--- config.mk ---
export PLATFORM = sky130hd
export DESIGN_NAME = mult_div_ctrl
export DESIGN_NICKNAME = d
export VERILOG_FILES = /design/src/rtl/mult_div_ctrl.sv
export SDC_FILE = /design/constraint.sdc
export NUM_CORES = 1
export LEC_CHECK = 0
export ABC_AREA = 1
export CAP_MARGIN = 20
export CORE_AREA = 10 10 47 49
export DETAILED_ROUTE_END_ITERATION = 16
export DIE_AREA = 0 0 57 59
export GPL_TIMING_DRIVEN = 0
export PLACE_DENSITY_LB_ADDON = 0.05
export RECOVER_POWER = 100
export SLEW_MARGIN = 20
export SYNTH_ARGS = -nofsm -noshare
export SYNTH_HDL_FRONTEND = slang
export SYNTH_SLANG_ARGS = --single-unit
--- constraint.sdc ---
create_clock -name clk -period 1.86 [get_ports clk]
set_input_delay 0.372 -clock clk [delete_from_list [all_inputs] [get_ports clk]]
set_output_delay 0.372 -clock clk [all_outputs]
set_load 0.01 [all_outputs]
--- src/rtl/mult_div_ctrl.sv ---
// MULT/DIV sequencing controller: launches DIVMULT, waits LATENCY cycles, loads HI/LO.
// Latency: request accepted in IDLE, md_start next cycle, hilo_load LATENCY+1 cycles after md_start.
// Backpressure: op_ready low while busy; op_valid is ignored until IDLE. stall = mf_req & busy.
// Optional feature: define MD_DIV0_ABORT_EN to abort DIV-by-zero with a div0_exc pulse.
module mult_div_ctrl #(
    parameter int LATENCY = 33
) (
    input  logic clk,
    input  logic reset,
    input  logic op_valid,
    input  logic op_sel,
    output logic op_ready,
    output logic md_start,
    output logic md_control,
    input  logic md_div0,
    output logic hilo_load,
    input  logic mf_req,
    output logic stall,
    output logic busy,
    output logic done,
    output logic div0_exc
);

    // Counter reload value; the WAIT state spans LATENCY cycles (LATENCY-1 down to 0).
    localparam logic [5:0] LC_CNT_LOAD = 6'(LATENCY - 1);

`ifdef MD_DIV0_ABORT_EN
    typedef enum logic [2:0] {
        S_IDLE  = 3'd0,
        S_START = 3'd1,
        S_WAIT  = 3'd2,
        S_WRITE = 3'd3,
        S_ABORT = 3'd4
    } state_t;
`else
    typedef enum logic [2:0] {
        S_IDLE  = 3'd0,
        S_START = 3'd1,
        S_WAIT  = 3'd2,
        S_WRITE = 3'd3
    } state_t;
`endif

    state_t     r_state;
    logic [5:0] r_cnt;
    logic       r_md_control;

`ifndef MD_DIV0_ABORT_EN
    // Divide-by-zero flag has no effect when aborts are disabled.
    logic w_unused_div0;
    assign w_unused_div0 = md_div0;
`endif

    // Controller FSM: accept, launch, count down the DIVMULT latency, then write or abort.
    always_ff @(posedge clk or negedge reset) begin
        if (!reset) begin
            r_state      <= S_IDLE;
            r_cnt        <= 6'd0;
            r_md_control <= 1'b0;
        end else begin
            case (r_state)
                S_IDLE: begin
                    if (op_valid) begin
                        r_md_control <= op_sel;
                        r_state      <= S_START;
                    end
                end
                S_START: begin
                    r_cnt   <= LC_CNT_LOAD;
                    r_state <= S_WAIT;
                end
                S_WAIT: begin
`ifdef MD_DIV0_ABORT_EN
                    // Only a DIV can raise divide-by-zero; MULT ignores the flag.
                    if (r_md_control && md_div0)
                        r_state <= S_ABORT;
                    else
`endif
                    if (r_cnt == 6'd0)
                        r_state <= S_WRITE;
                    else
                        r_cnt <= r_cnt - 6'd1;
                end
                S_WRITE: begin
                    r_state <= S_IDLE;
                end
`ifdef MD_DIV0_ABORT_EN
                S_ABORT: begin
                    r_state <= S_IDLE;
                end
`endif
                default: begin
                    r_state <= S_IDLE;
                end
            endcase
        end
    end

    // Pulse and status outputs are pure state decodes so reset clears them immediately.
    assign busy       = (r_state != S_IDLE);
    assign op_ready   = ~busy;
    assign md_start   = (r_state == S_START);
    assign hilo_load  = (r_state == S_WRITE);
    assign done       = (r_state == S_WRITE);
    assign md_control = r_md_control;
    // In IDLE busy is 0, so an MF read alongside a new request does not stall and sees old HI/LO.
    assign stall      = mf_req & busy;
`ifdef MD_DIV0_ABORT_EN
    assign div0_exc   = (r_state == S_ABORT);
`else
    assign div0_exc   = 1'b0;
`endif

endmodule

==> flow_summary.toml <==
[hold_path]
hp-class = "input port to async pin"

[setup_path]
crit_chain = "buf_4 > ha_1 > clkbuf_4 > dlygate4sd2_1"
max_stage_delay_ps = 390
end_kind = "output pin"
worstSetupPathType = "flip-flop to output pin"
reg2reg_from = "r_state[1]"
rr_worst_depth = 6
r2r_slack_ps = 500
cp-start-kind = "flip-flop"
crit_path_end = "hilo_load"
cp_slowest_cell = "dfrtp_1"
crit_required_ps = 1490
reg2reg_to = "r_cnt[1]"
crit_fanout = 4
critPathArrivalTime_ps = 1420
worstSetupStartpoint = "r_state[0]"

[cells_and_area]
fillers = 144
layout-drive-gt1-share_pct = 12.2
area_delta_synth_final_pct = 27.5
n_antenna_cell = 0
regArea_um2 = 225
nets = 104
multi_input_area_um2 = 307

[route]
vias_per_cell = 4.81
drc_errors = 0
totalWireLength_um = 1270
routedWlPerCell_um = 11.9
ant_nets = 0
num_vias = 510
dr.pass1.iters = 4
dr.first_iter.drc_count = 11

[synth]
synth_cells = 73
synthDistinctLibCells = 21
synth_top_cell_by_area = "dfrtp_1"
syn_area_um2 = 596
synth-seq-cells = 9
yosysMostFrequentCell = "nand2_1"
synth_top_area_share_pct = 37.8
async_flop_share_pct = 100
yosysSeqAreaShare_pct = 37.8
synth_nets = 86
synth_edf_count = 0
synthFlopType = "dfrtp_1"
synth_common_cells = "nand2_1 (13), inv_1 (10), dfrtp_1 (9), nand3_1 (9), ha_1 (7)"
synth_area_leaders = "dfrtp_1 (38%), ha_1 (15%), nand2_1 (8.2%)"
yosysWarnings = 0
syn_avg_cell_area_um2 = 8.16

[place]
io_buffer_count = 11
hpwl_um = 939
place_congestion = 0.766

[clocking]
cts_root_buf = "clkbuf_4"
clockBufferDepth = 2
clock_latency_ps = 260
htree_levels = 1
cts_num_sinks = 9
numCtsBuffers = 3
clkTransAtPathRegs_ps = 60
cts_tree = "built"

[global_routing]
antenna_found_initial = 0
grt_max_degree = 11
grt_pass1_wl_um = 2210
track_usage_pct = 8.24
grt_pass1_vias = 524
overflow = 0

[power_and_ir_drop]
power_frac_seq_pct = 27.7
swShare_pct = 44.3
power-per-cell-area_nw_per_um2 = 1700
power_mw = 1.29
clockPowerShare_pct = 12.1
leakage_nw = 0.406
pwr-share-comb_pct = 60.2
p_int_mw = 0.718
p_sw_mw = 0.570
peakVddDrop_mv = 0.745

[timing]
skew_ps = 1.92
fmax_mhz = 557
fin_crit_sh_pct = 96.6
setup_tns_ps = 0
fin_crit_ps = 1800
drv_slew = 0
rsz0062_at_grt = "no"
setup_viol = 0
hold_violations = 0

[floorplan]
die_y_um = 59
dieArea_um2 = 3360
coreArea_um2 = 1400
rows = 14
die_x_um = 57
ioPinCount = 14
initial_core_util_pct = 42.5

[run]
drv_cap = 0

[run_status]
outcome = "complete, no violations"
==> kinds of logic after synthesis <==
group / after synthesis / synth area share (%)
and+or+nand+nor: 33 / 25.8
buffers and inverters: 13 / 10.7
DFF: 9 / 37.8
AOI/OAI and AO/OA: 8 / 7.35
adders and majority gates: 7 / 14.7
xor gates and xnor gates: 2 / 2.94
other: 1 / 0.630
==> timing repair <==
action | CTS | global route
setup buffers | 2 | 0
setup endpoints to repair | 5 | 0
resized for setup | 8 | 0
hold buffers | 0 | 0
==> stage by stage <==
stage	hold slack, ps	cell area (µm²)	std cells	utilization (%)	setup slack [ps]
5_1_grt	506	759	106	54.2	11.4
6_report	489	759	106	54.2	63.5
2_1_floorplan	76.4	596	73	-	484
4_1_cts	428	772	106	55.1	81.2
3_3_place_gp	464	726	100	51.8	12.6
3_5_place_dp	463	726	100	51.8	17.4
==> worst min path at each step <==
stage / end / slack [ps] / cells past startpoint
floorplan: md_control / 80 / 0
global placement: r_cnt[0] / 460 / 1
detailed placement: r_cnt[0] / 460 / 1
CTS: r_state[1] / 430 / 1
global route: r_state[1] / 510 / 1
finish: r_state[1] / 490 / 1
==> state kept, by name, summed over array words and instances, names as in the netlist <==
signal      count
md_control      1
r_state         2
r_cnt           6
==> routing by layer <==
layer / part of all wire [%] / GRT usage (%) / routed length (µm)
met1: 40 / 8.39 / 510
met3: 7.7 / 3.22 / 97
met5: 0 / 0 / 0
met4: 1.5 / 5.03 / 19
met2: 50 / 14.0 / 638
==> area by class of cell <==
| cell class | count | share of cell area [%] |
|---|---|---|
| Multi-Input combinational cell | 51 | 40.4 |
| Sequential cell | 9 | 29.7 |
| Timing Repair Buffer | 13 | 15.5 |
| Inverter | 10 | 4.94 |
| Clock buffer | 4 | 3.46 |
| Buffer | 3 | 3.46 |
| Tap cell | 16 | 2.64 |
==> power groups by stage <==
stage	clock network, mW	registers, mW	logic (mW)
floorplan	0	0.366	0.546
global placement	0	0.380	0.787
detailed placement	0	0.380	0.795
CTS	0.163	0.357	0.837
global route	0.170	0.370	0.896
finish	0.155	0.357	0.776
==> placed cells by master (no fill, tap or decap), drive strengths merged <==
master and count:
nand2 14, inv 10, nand3 10, dfrtp 9, ha 7, dlygate4sd2 6
nor2 6, o21ai 5, clkbuf 5, buf 4, clkdlybuf4s50 3, dlygate4sd3 2
or2 2, xor2 1, nand4 1, a21oi 1, a31oi 1, xnor2 1
o21bai 1, conb 1
==> critical path, delay by kind of cell (launching register included) <==
family	cells	cell delay [ps]
buf+inv	3	570
fa+ha+maj	1	210
flops	1	390
Note: power is estimated with default switching activity, not from simulation.
